--- config.mk ---
export PLATFORM = sky130hd
export DESIGN_NAME = hazard_unit
export DESIGN_NICKNAME = d
export VERILOG_FILES = /design/src/rtl/hazard_pkg.sv /design/src/rtl/div_stall_fsm.sv /design/src/rtl/hazard_unit.sv
export SDC_FILE = /design/constraint.sdc
export NUM_CORES = 1
export LEC_CHECK = 0
export CAP_MARGIN = 20
export CORE_UTILIZATION = 41
export DETAILED_ROUTE_END_ITERATION = 6
export PLACE_DENSITY = 0.86
export SYNTH_ARGS = -nofsm -noshare
export SYNTH_HDL_FRONTEND = slang
export SYNTH_SLANG_ARGS = --single-unit
--- constraint.sdc ---
create_clock -name clk -period 5.4 [get_ports clk]
set_input_delay 1.08 -clock clk [delete_from_list [all_inputs] [get_ports clk]]
set_output_delay 1.08 -clock clk [all_outputs]
set_load 0.02 [all_outputs]
--- src/rtl/hazard_pkg.sv ---
// ============================================================================
// hazard_pkg : shared encodings and register-match helper for hazard_unit
// Rev 1.0
// ============================================================================
`default_nettype none

package hazard_pkg;

   localparam logic [1:0] FWD_NONE = 2'b00;
   localparam logic [1:0] FWD_WB   = 2'b01;
   localparam logic [1:0] FWD_MEM  = 2'b10;

   typedef enum logic [1:0] {
      DIV_IDLE = 2'd0,
      DIV_BUSY = 2'd1,
      DIV_DONE = 2'd2
   } div_state_t;

   // $0 is hardwired to zero, so it can never carry a real dependency
   function automatic logic regmatch(input logic [4:0] a, input logic [4:0] b);
      return (a != 5'd0) && (a == b);
   endfunction

endpackage

`default_nettype wire

--- src/rtl/div_stall_fsm.sv ---
// ============================================================================
// div_stall_fsm : counter FSM holding E while the multi-cycle divider runs
// Rev 1.0
// ============================================================================
`default_nettype none

module div_stall_fsm
   import hazard_pkg::*;
#(
   parameter int DIV_CYCLES = 32,
   parameter int CNT_W      = 6
) (
   input  logic clk,
   input  logic rst,
   input  logic divstartE,
   output logic divstall,
   output logic div_doneE
);

   div_state_t       state, state_nxt;
   logic [CNT_W-1:0] cnt, cnt_nxt;

   always_ff @(posedge clk) begin
      if (rst) begin
         state <= DIV_IDLE;
         cnt   <= '0;
      end else begin
         state <= state_nxt;
         cnt   <= cnt_nxt;
      end
   end

   always_comb begin
      state_nxt = state;
      cnt_nxt   = cnt;
      divstall  = 1'b0;
      div_doneE = 1'b0;
      case (state)
         DIV_IDLE: begin
            if (divstartE) begin
               state_nxt = DIV_BUSY;
               cnt_nxt   = CNT_W'(DIV_CYCLES - 1);
            end
         end
         DIV_BUSY: begin
            divstall = 1'b1;
            if (cnt == '0) state_nxt = DIV_DONE;
            else           cnt_nxt   = cnt - 1'b1;
         end
         DIV_DONE: begin
            // a start seen here belongs to the finishing div, not a new one
            div_doneE = 1'b1;
            state_nxt = DIV_IDLE;
         end
         default: state_nxt = DIV_IDLE;
      endcase
   end

endmodule

`default_nettype wire

--- src/rtl/hazard_unit.sv ---
// ============================================================================
// hazard_unit : stall/flush/forward generation for the 5-stage pipeline.
// Optional macro BRANCH_FWD_EN enables M->D forwarding for branch compares.
// Rev 1.0
// ============================================================================
`default_nettype none

module hazard_unit
   import hazard_pkg::*;
#(
   parameter int DIV_CYCLES = 32,
   parameter int CNT_W      = 6
) (
   input  logic       clk,
   input  logic       rst,
   input  logic [4:0] rsD,
   input  logic [4:0] rtD,
   input  logic       branchD,
   input  logic       jrD,
   input  logic       jalrD,
   input  logic [4:0] rsE,
   input  logic [4:0] rtE,
   input  logic [4:0] writeregE,
   input  logic       regwriteE,
   input  logic       memtoregE,
   input  logic       divstartE,
   input  logic [4:0] writeregM,
   input  logic       regwriteM,
   input  logic       memtoregM,
   input  logic [4:0] writeregW,
   input  logic       regwriteW,
   output logic       stallF,
   output logic       stallD,
   output logic       stallE,
   output logic       flushE,
   output logic       flushM,
   output logic       forwardaD,
   output logic       forwardbD,
   output logic [1:0] forwardaE,
   output logic [1:0] forwardbE,
   output logic       div_doneE
);

   logic divstall, div_done_raw;
   logic lwstall, brstall;
   logic hit_rs, hit_rt;
   logic fwd_aD, fwd_bD;
   logic [1:0] fwd_aE, fwd_bE;

   div_stall_fsm #(
      .DIV_CYCLES (DIV_CYCLES),
      .CNT_W      (CNT_W)
   ) u_div_fsm (
      .clk       (clk),
      .rst       (rst),
      .divstartE (divstartE),
      .divstall  (divstall),
      .div_doneE (div_done_raw)
   );

   always_comb begin
      fwd_aE = FWD_NONE;
      fwd_bE = FWD_NONE;
      if (regwriteM && regmatch(writeregM, rsE))      fwd_aE = FWD_MEM;
      else if (regwriteW && regmatch(writeregW, rsE)) fwd_aE = FWD_WB;
      if (regwriteM && regmatch(writeregM, rtE))      fwd_bE = FWD_MEM;
      else if (regwriteW && regmatch(writeregW, rtE)) fwd_bE = FWD_WB;
   end

   assign lwstall = memtoregE && regwriteE &&
                    (regmatch(writeregE, rsD) || regmatch(writeregE, rtD));

`ifdef BRANCH_FWD_EN
   assign hit_rs = (regwriteE && regmatch(writeregE, rsD)) ||
                   (memtoregM && regmatch(writeregM, rsD));
   assign hit_rt = (regwriteE && regmatch(writeregE, rtD)) ||
                   (memtoregM && regmatch(writeregM, rtD));
   assign fwd_aD = regwriteM && !memtoregM && regmatch(writeregM, rsD);
   assign fwd_bD = regwriteM && !memtoregM && regmatch(writeregM, rtD);
`else
   // without the D-stage bypass, any pending M write must also drain first
   assign hit_rs = (regwriteE && regmatch(writeregE, rsD)) ||
                   (memtoregM && regmatch(writeregM, rsD)) ||
                   (regwriteM && regmatch(writeregM, rsD));
   assign hit_rt = (regwriteE && regmatch(writeregE, rtD)) ||
                   (memtoregM && regmatch(writeregM, rtD)) ||
                   (regwriteM && regmatch(writeregM, rtD));
   assign fwd_aD = 1'b0;
   assign fwd_bD = 1'b0;
`endif

   // register jumps read rs only
   assign brstall = (branchD && (hit_rs || hit_rt)) || ((jrD || jalrD) && hit_rs);

   always_comb begin
      stallF    = 1'b0;
      stallD    = 1'b0;
      stallE    = 1'b0;
      flushE    = 1'b0;
      flushM    = 1'b0;
      forwardaD = 1'b0;
      forwardbD = 1'b0;
      forwardaE = FWD_NONE;
      forwardbE = FWD_NONE;
      div_doneE = 1'b0;
      if (!rst) begin
         stallF    = lwstall || brstall || divstall;
         stallD    = lwstall || brstall || divstall;
         stallE    = divstall;
         flushM    = divstall;
         flushE    = (lwstall || brstall) && !divstall;
         forwardaD = fwd_aD;
         forwardbD = fwd_bD;
         forwardaE = fwd_aE;
         forwardbE = fwd_bE;
         div_doneE = div_done_raw;
      end
   end

endmodule

`default_nettype wire
# Yosys cells after proc, flatten, opt, wreduce, memory -nomap -nowiden
# Index checks and enable logic that the tools add are counted.
totals:
  register_bits: 8
  in_bits: 46
  wordCells: 76
op_classes:
  add_sub_neg: 1
  eq_ne: 13
  n_mux: 18
  n_reduce_logical: 42
op_table:
  columns: ["cell", "n"]
  rows:
  - ["equality test 5 bit", 8]
  - ["logical AND 1 bit", 23]
  - ["nonzero test 5 bit", 3]
  - ["two-way mux 2 bit", 6]
  - ["two-way mux 6 bit", 2]
  - ["case mux 6 bit (2 select lines)", 1]
  - ["logical OR 1 bit", 10]
  - ["two-way mux 1 bit", 8]
  - ["logical NOT 6 bit", 1]
  - ["subtractor 6 x 1 -> 6 bit, second input constant", 1]
  - ["inequality test 2 bit, second input constant", 2]
  - ["case mux 2 bit (2 select lines)", 1]
  - ["AND reduction 3 bit", 1]
  - ["equality test 2 x 1 -> 1 bit, second input constant", 1]
  - ["equality test 2 bit, second input constant", 1]
  - ["logical NOT 2 bit", 1]
  - ["inequality test 2 x 1 -> 1 bit, second input constant", 1]
  - ["AND reduction 2 bit", 1]
  - ["nonzero test 2 bit", 1]
  - ["logical NOT 1 bit", 1]

# Depth between registers and ports, before layout
# Gate-level depths: netlist of the first run.
logic_depth:
  depth_word: 11
  depth_mapped: 7
  ltp_nobuf: 6

# Modules after synthesis
# A second synthesis of the first run with hierarchy kept.
hier_totals:
  hier_cells: 135
  area_unflattened_um2: 1083.5
modules_own_cells:
  columns: ["mod", "n_inst", "cells_each", "area_each_um2", "seq_area_each_um2"]
  rows:
  - ["hazard_unit", 1, 87, 658.1, 0.0]
  - ["div_stall_fsm", 1, 48, 425.4, 160.2]

# Least setup slack after synthesis of the first run
# Ideal clock, no wire load.
synth_timing:
  path_kind: "input to output"
  startpoint: "in writeregM[4]"
  endpoint: "out stallF"
  arrival_time_ps: 2605
  required_ps: 4320
  slack_ps: 1715
  stages: 7
  n_path_buf: 2
  path_cell_list: "clkbuf_1 xor2_1 nor4_1 a32oi_1 o22a_1 a21oi_1 buf_4"
synth_via:
  elab_chain_len: 11
synth_lines:
  columns: ["item", "line_no", "rtl"]
  rows:
  - ["from (decl)", "hazard_unit.sv:27", "input logic [4:0] writeregM,"]
  - ["equality test 5 bit or nonzero test 5 bit (tied branches)", "hazard_pkg.sv:21", "return (a != 5'd0) && (a == b);"]
  - ["logical AND 1 bit", "hazard_pkg.sv:21", null]
  - ["logical AND 1 bit (on tied branches)", "hazard_unit.sv:83, hazard_unit.sv:86", null]
  - ["logical OR 1 bit (on tied branches)", "hazard_unit.sv:82, hazard_unit.sv:85", null]
  - ["logical OR 1 bit (on tied branches)", "hazard_unit.sv:83, hazard_unit.sv:86", null]
  - ["logical OR 1 bit", "hazard_unit.sv:93", "assign brstall = (branchD && (hit_rs || hit_rt)) || ((jrD || jalrD) && hit_rs);"]
  - ["logical AND 1 bit", "hazard_unit.sv:93", null]
  - ["logical OR 1 bit (*)", "hazard_unit.sv:93", null]
  - ["logical OR 1 bit (*) (2 in series)", null, null]
  - ["two-way mux 1 bit (*)", null, null]
  - ["to (decl)", "hazard_unit.sv:32", "output logic stallF,"]
# Every way passes the cells marked *; elsewhere a longest branch is shown, timed or not.

# Worst setup path in the final report of the first run
layout_timing:
  startpoint: "in writeregM[4]"
  endpoint: "out stallD"
layout_via:
  elab_chain_len: 11
layout_lines:
  columns: ["item", "line_no", "rtl"]
  rows:
  - ["equality test 5 bit or nonzero test 5 bit (tied branches)", "hazard_pkg.sv:21", null]
  - ["logical AND 1 bit", "hazard_pkg.sv:21", null]
  - ["logical AND 1 bit (on tied branches)", "hazard_unit.sv:83, hazard_unit.sv:86", null]
  - ["logical OR 1 bit (on tied branches)", "hazard_unit.sv:82, hazard_unit.sv:85", null]
  - ["logical OR 1 bit (on tied branches)", "hazard_unit.sv:83, hazard_unit.sv:86", null]
  - ["logical OR 1 bit", "hazard_unit.sv:93", null]
  - ["logical AND 1 bit", "hazard_unit.sv:93", null]
  - ["logical OR 1 bit (*)", "hazard_unit.sv:93", null]
  - ["logical OR 1 bit (*) (2 in series)", "hazard_unit.sv:108", "stallD = lwstall || brstall || divstall;"]
  - ["two-way mux 1 bit (*)", "hazard_unit.sv:106", "if (!rst) begin"]
  - ["to (decl)", "hazard_unit.sv:33", "output logic stallD,"]
# Marked as above.

==> impl_metrics.yaml, run 1 <==
critical_path:
  worst-path-buf-inv: 2
  critPathKind: "primary input to output port"
  worst-r2r-setup-slack_ns: 3.61
  slowest_delay_ns: 0.66
  worst_ep_required_time_ns: 4.32
  crit_top_cell: "clkdlybuf4s50_1"
  worstPathCellList: "clkdlybuf4s50_1 -> xor2_1 -> nor4_1 -> a32oi_1 -> o22a_1 -> a21oi_1 -> clkdlybuf4s50_1"
  slowest_stage: "clkdlybuf4s50_1"
  worstPathArrival_ns: 3.51
  cp_top_family: "buffers and inverters"
  r2r_start: "u_div_fsm.cnt[0]"
  cp-start-kind: "primary input"
  endpoint_kind: "output port"
  r2r_cells: 6
  cp_max_fo: 5
  r2r_end: "u_div_fsm.cnt[5]"
routing:
  top_layer_used: "met4"
  wl_mm: 2.647
  route.met2.wl_mm: 1.382
  vias: 1079
  wl_met3_um: 185
  drt_first_pass_iters: 4
  drt_iter0_markers: 12
  wl_per_cell_um: 12.91
  vias_per_cell: 5.263
  drc: 0
  ant_nets: 0
  met1_length_mm: 1.049
die:
  initial_core_util: 0.4417
  core_area_um2: 2255
  die_x_um: 51.29
  die-area_um2: 2630
  fp.dieH_um: 51.29
  ioPinCount: 58
  placementRows: 17
timing:
  hold_viol_final: 0
  maxSlewViolCount: 0
  setup_slack_ns: 0.8089
  fin_tns_setup_ns: 0
  finClkSkew_ns: 0.004929
  fin_crit_sh: 0.8502
  worst_slew_pin_slew_ns: 0.5363
  slew_headroom: 0.6413
  hold_slack_ns: 0.5209
  rsz0062_at_grt: "false"
  finalCriticalPeriod_ns: 4.591
  setup_violations: 0
  max_freq_ghz: 0.2178
pwr:
  peakVddDrop_mv: 0.1461
  p_total_mw: 0.2493
  leakagePower_nw: 0.5456
  pwr_density_cell_nw_per_um2: 160.3
cts:
  ctsHoldBuffers: 0
  cts_setup_buffers: 0
  htreeDepth: 1
  cts_buffer_depth: 2
  cts_root_buffer: "clkbuf_4"
  cts.clk_slew.worst_paths_ns: 0.05
  cts_sinks: 8
  cts_resized: 0
  insertion_delay_ns: 0.26
  cts_buffers: 3
  cts_tree: "done"
place:
  place_ws_ns: 0.8578
  port_buffers: 55
  place_hpwl_mm: 2.354
  placed_cell_area_um2: 1533
  gp_congestion: 0.8143
global_routing:
  grt_pass1_vias: 1113
  antenna_found_initial: 0
  grt.overflow.total: 0
  grt_max_degree: 16
  grt_pass1_wl_mm: 4.340
  grt_usage: 0.2152
logic_synthesis:
  synthArstFlopShare: 0
  synthesis.area_um2: 996.0
  netlist_instances: 128
  synth-seq-area-share: 0.1608
  synth_most_common_cell: "xor2_1"
  yosysUniqueCellTypes: 29
  dominantRegCellSynth: "dfxtp_1"
  synth-seq-cells: 8
  synth_top_area_frac: 0.2023
  yosys-top-cells-count: "xor2_1, xnor2_1, nor2_1"
  synth-edff-count: 0
  ys_top_cells_by_area: "xor2_1, xnor2_1, dfxtp_1"
  avgSynthCellArea_um2: 7.781
  synth.largest_area_cell: "xor2_1"
  yosysWarnings: 0
cells_and_area:
  seqCellArea_um2: 160.2
  n_fill_cell: 186
  drive_above_1_share: 0.02825
  multi_input_area_um2: 779.5
  layout.nets: 227
  finalInstanceArea_um2: 1555
  antennaDiodeCount: 0
  syn_to_final_growth_pct: 56.16
worst_hold_path:
  whs_endpoint: "u_div_fsm.cnt[1]"
  worstHoldStart: "u_div_fsm.cnt[1]"
  min_path_type: "flip-flop to flip-flop"
  min_path_cells: 2
job:
  drv_cap: 0
run_status:
  status: "finished, final reports clean"
-- area by class of cell --
type,count,share of cell area
Multi-Input combinational cell,109,0.5012
Timing Repair Buffer,55,0.3540
Sequential cell,8,0.1030
Tap cell,28,0.02253
Clock buffer,3,0.01448
Inverter,2,0.004827
-- placed cells by master, fill, tap and decap left out, drive strengths merged --
cell type / n
a21oi: 4
a311oi: 3
a32oi: 1
clkbuf: 3
clkdlybuf4s50: 55
conb: 2
dfxtp: 8
ha: 2
inv: 2
nand2: 7
nand3: 3
nand3b: 1
nand4: 2
nand4b: 1
nor2: 9
nor2b: 3
nor3: 6
nor3b: 2
nor4: 7
o21ai: 4
o22a: 2
o41ai: 1
or2b: 1
or4: 4
xnor2: 21
xor2: 23
-- per-layer routing --
layer / vias up / global-route usage
met1: 489 / 0.2155
met4: 0 / 0.07207
li1: 541 / -
met3: 4 / 0.03869
met2: 45 / 0.4342
met5: - / 0
-- sequential cells by signal (all words and copies together), names as in the netlist --
name / flops
u_div_fsm.cnt: 6
u_div_fsm.state: 2
-- how the worst max path moves through the flow --
stage	startpoint	to	depth (start not counted)
after floorplan	writeregM[4]	stallF	7
final	writeregM[4]	stallD	7
after detailed placement	writeregM[4]	stallD	7
after global placement	rst	forwardbE[0]	6
after global routing	rst	forwardbE[0]	6
after CTS	rst	forwardbE[0]	6
-- through the flow --
| step | util | instances |
|---|---|---|
| global route | 0.6898 | 205 |
| detailed placement | 0.6798 | 202 |
| CTS | 0.6898 | 205 |
| floorplan | - | 129 |
| finish | 0.6898 | 205 |
| global placement | 0.6798 | 202 |
-- worst reg2reg max path: cells and delay by family, from the launching register on --
family	cells	cell delay, ns
flip-flops	1	0.38
XOR/XNOR	1	0.19
AO/OA/AOI/OAI	1	0.51
AND/OR/NAND/NOR	2	0.35
adder cells (fa/ha/maj)	1	0.22
buffers and inverters	1	0.08
-- cells by family after synthesis --
group,synth area share
xor+xnor,0.3869
compound gates,0.1080
simple gates,0.2550
buf+inv,0.06030
fa+ha+maj,0.02512
other cells,0.003765
flops,0.1608
-- power breakdown --
part | leakage [nW] | internal [mW] | switching [mW] | total [mW]
clock network | 0.0138 | 0.0254 | 0.0205 | 0.0459
logic | 0.465 | 0.0698 | 0.0586 | 0.128
registers | 0.0665 | 0.0672 | 0.00783 | 0.0750
No activity file was read; power rests on OpenSTA's default activity.
==> run 2: changes to the inputs <==
- MAX_ROUTING_LAYER: not set -> met4
==> impl_metrics.yaml, run 2 (synthesis gave the netlist of run 1 again) <==
critical_path:
  crit_top_cell: "clkdlybuf4s50_1"
  r2r_cells: 6
  worst-r2r-setup-slack_ns: 3.61
  slowest_delay_ns: 0.66
  worst_ep_required_time_ns: 4.32
  cp_max_fo: 5
  cp_top_family: "buffers and inverters"
  worstPathArrival_ns: 3.51
  slowest_stage: "clkdlybuf4s50_1"
  worstSetupPathDepth: 7
  r2r_end: "u_div_fsm.cnt[5]"
  cp-start-kind: "primary input"
  worst-path-buf-inv: 2
  worstPathCellList: "clkdlybuf4s50_1 -> xor2_1 -> nor4_1 -> a32oi_1 -> o22a_1 -> a21oi_1 -> clkdlybuf4s50_1"
  endpoint_kind: "output port"
  critPathKind: "primary input to output port"
  r2r_start: "u_div_fsm.cnt[0]"
global_routing:
  grt_pass1_wl_mm: 4.340
  antenna_found_initial: 0
  grt_max_degree: 16
  grt_usage: 0.2209
  grt_pass1_vias: 1113
  grt.overflow.total: 0
routing:
  top_layer_used: "met4"
  drc: 0
  met1_length_mm: 1.061
  vias_per_cell: 5.268
  vias: 1080
  route.met2.wl_mm: 1.380
  wl_mm: 2.647
  wl_per_cell_um: 12.91
  ant_nets: 0
  drt_iter0_markers: 12
  drt_first_pass_iters: 4
  wl_met3_um: 175
place:
  placed_cell_area_um2: 1533
  place_hpwl_mm: 2.354
  port_buffers: 55
  gp_congestion: 0.8263
cts:
  cts_sinks: 8
  cts_root_buffer: "clkbuf_4"
  cts_setup_buffers: 0
  cts_buffer_depth: 2
  cts_resized: 0
  htreeDepth: 1
  insertion_delay_ns: 0.26
  cts_tree: "done"
  ctsHoldBuffers: 0
  cts_buffers: 3
  cts.clk_slew.worst_paths_ns: 0.05
cells_and_area:
  finalInstanceArea_um2: 1555
  antennaDiodeCount: 0
  largest_register_ffs: 6
  n_fill_cell: 186
  mostFrequentLayoutCell: "clkdlybuf4s50_1"
  drive_above_1_share: 0.02825
  syn_to_final_growth_pct: 56.16
  top_regs: "u_div_fsm.cnt: 6 flops, u_div_fsm.state: 2 flops"
  final_cell_mix: "clkdlybuf4s50_1, xor2_1, xnor2_1"
  layout.nets: 227
  top_register: "u_div_fsm.cnt"
worst_hold_path:
  min_path_cells: 2
  whs_endpoint: "u_div_fsm.cnt[1]"
  min_path_type: "flip-flop to flip-flop"
  worstHoldStart: "u_div_fsm.cnt[1]"
timing:
  finalCriticalPeriod_ns: 4.590
  rsz0062_at_grt: "false"
  setup_violations: 0
  hold_viol_final: 0
  slew_headroom: 0.6413
  fin_tns_setup_ns: 0
  maxSlewViolCount: 0
  max_freq_ghz: 0.2179
  finClkSkew_ns: 0.004929
  worst_slew_pin_slew_ns: 0.5363
  fin_crit_sh: 0.8500
die:
  ioPinCount: 58
  initial_core_util: 0.4417
  fp.dieH_um: 51.29
  placementRows: 17
  core_area_um2: 2255
  die_x_um: 51.29
  die-area_um2: 2630
job:
  drv_cap: 0
run_status:
  status: "finished, final reports clean"
pwr:
  pwr_density_cell_nw_per_um2: 160.3
  peakVddDrop_mv: 0.1461
  leakagePower_nw: 0.5456
## run 2: worst min-delay path: cells and delay by family (launching register included)
kind / cells / cell delay, ns
AND/OR/NAND/NOR: 1 / 0.10
flip-flops: 1 / 0.32
AO/OA/AOI/OAI: 1 / 0.05
## run 2: power breakdown
part / switching, mW / leakage (nW) / internal (mW)
combinational: 0.0586 / 0.465 / 0.0698
clock: 0.0205 / 0.0138 / 0.0254
sequential: 0.00783 / 0.0665 / 0.0672
## run 2: worst max path at each step
| stage | startpoint | slack (ns) | end |
|---|---|---|---|
| finish | writeregM[4] | 0.81 | stallD |
| global route | rst | 0.71 | forwardbE[0] |
| CTS | rst | 0.84 | forwardbE[0] |
| detailed placement | writeregM[4] | 0.86 | stallD |
| global placement | rst | 0.89 | forwardbE[0] |
| floorplan | writeregM[4] | 1.71 | stallF |
## run 2: per-stage QoR
stage | setup slack [ns] | hold WS (ns) | utilization | power (mW) | std cells
2_1_floorplan | 1.715 | 0.4714 | - | 0.1478 | 129
3_3_place_gp | 0.8924 | 0.4959 | 0.6798 | 0.1988 | 202
3_5_place_dp | 0.8578 | 0.5140 | 0.6798 | 0.2045 | 202
4_1_cts | 0.8369 | 0.5218 | 0.6898 | 0.2510 | 205
5_1_grt | 0.7093 | 0.5455 | 0.6898 | 0.2647 | 205
6_report | 0.8100 | 0.5209 | 0.6898 | 0.2493 | 205
## run 2: layout make-up
type	count	area, um2	area share
clock buffers	3	22.52	0.01448
repair buffers	55	550.5	0.3540
inverters	2	7.507	0.004827
well taps	28	35.03	0.02253
multi-input cells	109	779.5	0.5012
flip-flops and latches	8	160.2	0.1030
## run 2: routing by layer
layer  global-route usage  vias to the layer above
met4              0.07207                        0
met5                    -                        -
li1                     -                      541
met1               0.2191                      490
met2               0.4342                       45
met3              0.03274                        4
==> run 3: changes to the inputs <==
- CORE_UTILIZATION: 41 -> 38
- PLACE_DENSITY: 0.86 -> 0.81
- clock period: 5.4 -> 4.47 ns (I/O delays scaled with it)
==> impl_metrics.yaml, run 3 (synthesis gave the netlist of run 1 again) <==
run_status:
  status: "finished, final reports clean"
global_routing:
  grt_use_met2: 0.3734
  grt.met3_usage: 0.04023
  busiest_layer: "met2"
  antenna_found_initial: 0
  grt.overflow.total: 0
  grtUsageMet1: 0.2173
  grt_usage: 0.2032
  grt_max_degree: 15
  grt_pass1_wl_mm: 4.140
  grt_pass1_vias: 1084
critical_path:
  cp_top_family: "buffers and inverters"
  cp_max_fo: 5
  slowest_stage: "clkdlybuf4s50_1"
  crit_top_cell: "clkdlybuf4s50_1"
  worst-path-buf-inv: 2
  slowest_delay_ns: 0.64
  endpoint_kind: "output port"
  cp-start-kind: "primary input"
  worstPathArrival_ns: 3.17
  worstPathCellList: "clkdlybuf4s50_1 -> xor2_1 -> nor4_1 -> a32oi_1 -> o22a_1 -> nor3_1 -> clkdlybuf4s50_1"
  critPathKind: "primary input to output port"
  worst_ep_required_time_ns: 3.58
timing:
  setup_violations: 0
  fin_tns_setup_ns: 0
  hold_viol_final: 0
  rsz0062_at_grt: "false"
  finalCriticalPeriod_ns: 4.059
  max_freq_ghz: 0.2463
  fin_crit_sh: 0.9082
  finClkSkew_ns: 0.004007
  worst_slew_pin_slew_ns: 0.5630
  slew_headroom: 0.6246
  maxSlewViolCount: 0
cells_and_area:
  final_cell_mix: "clkdlybuf4s50_1, xor2_1, xnor2_1"
  largest_register_ffs: 6
  syn_to_final_growth_pct: 57.16
  n_fill_cell: 208
  layout.nets: 228
  top_register: "u_div_fsm.cnt"
  top_regs: "u_div_fsm.cnt: 6 flops, u_div_fsm.state: 2 flops"
  multi_input_area_um2: 779.5
  seqCellArea_um2: 160.2
  mostFrequentLayoutCell: "clkdlybuf4s50_1"
  drive_above_1_share: 0.03371
  antennaDiodeCount: 0
cts:
  cts_buffer_depth: 2
  cts_buffers: 3
  cts_root_buffer: "clkbuf_4"
  htreeDepth: 1
  cts_tree: "done"
  cts_resized: 0
  insertion_delay_ns: 0.25
  cts_sinks: 8
  ctsHoldBuffers: 0
  cts_setup_buffers: 0
  cts.clk_slew.worst_paths_ns: 0.05
die:
  ioPinCount: 58
  fp.dieH_um: 53.20
  core_area_um2: 2477
  initial_core_util: 0.4020
  die_x_um: 53.20
  placementRows: 18
  die-area_um2: 2830
worst_hold_path:
  min_path_type: "flip-flop to flip-flop"
routing:
  vias_per_cell: 5.279
  wl_mm: 2.598
  drt_first_pass_iters: 4
  drc: 0
  wl_per_cell_um: 12.49
  drt_iter0_markers: 20
  ant_nets: 0
  vias: 1098
job:
  drv_cap: 0
pwr:
  peakVddDrop_mv: 0.1868
  leakagePower_nw: 0.5504
  pwr_density_cell_nw_per_um2: 192.3
  p_total_mw: 0.3010
place:
  gp_congestion: 0.7537
  port_buffers: 55
  place_hpwl_mm: 2.254
## run 3: power breakdown
group          internal (mW)  switching (mW)  total, mW
Clock                 0.0307          0.0240     0.0547
Combinational         0.0849          0.0710      0.156
Sequential            0.0811         0.00920     0.0903
## run 3: path summary, 6_finish.rpt
path	start	end	slack, ns	depth (start not counted)
max reg2reg	u_div_fsm.cnt[0]	u_div_fsm.cnt[5]	2.71	6
min reg2reg	u_div_fsm.cnt[0]	u_div_fsm.cnt[0]	0.51	1
max	writeregM[1]	flushE	0.41	7
min	u_div_fsm.cnt[0]	u_div_fsm.cnt[0]	0.51	1
## run 3: cell type report
type                            count  area share
Timing Repair Buffer               56      0.3565
Sequential cell                     8      0.1023
Inverter                            2    0.004796
Tap cell                           30     0.02398
Multi-Input combinational cell    109      0.4980
Clock buffer                        3     0.01439
## run 3: layer usage
metal  routed length [um]  share of wire  up-vias
li1                     -              -      542
met1                 1077           0.41      497
met2                 1306           0.50       53
met3                  190          0.073        6
met4                   24         0.0092        0
met5                    0              0        -
## run 3: stage by stage
stage / hold slack [ns] / area, um2 / instances / util / worst slack, ns
after floorplan: 0.4714 / 999.7 / 129 / - / 1.157
after global placement: 0.4884 / 1543 / 205 / 0.6227 / 0.4989
after detailed placement: 0.5006 / 1543 / 205 / 0.6227 / 0.4351
after CTS: 0.5097 / 1565 / 208 / 0.6318 / 0.4216
after global routing: 0.5725 / 1565 / 208 / 0.6318 / 0.2497
final: 0.5129 / 1565 / 208 / 0.6318 / 0.4105
## run 3: worst reg2reg max path, cell delays in order (launching register included)
cell      delay, ns
dfxtp_1        0.36
inv_1          0.07
ha_1           0.22
a311oi_2       0.53
nand4b_1       0.19
xor2_1         0.18
nor3b_2        0.14
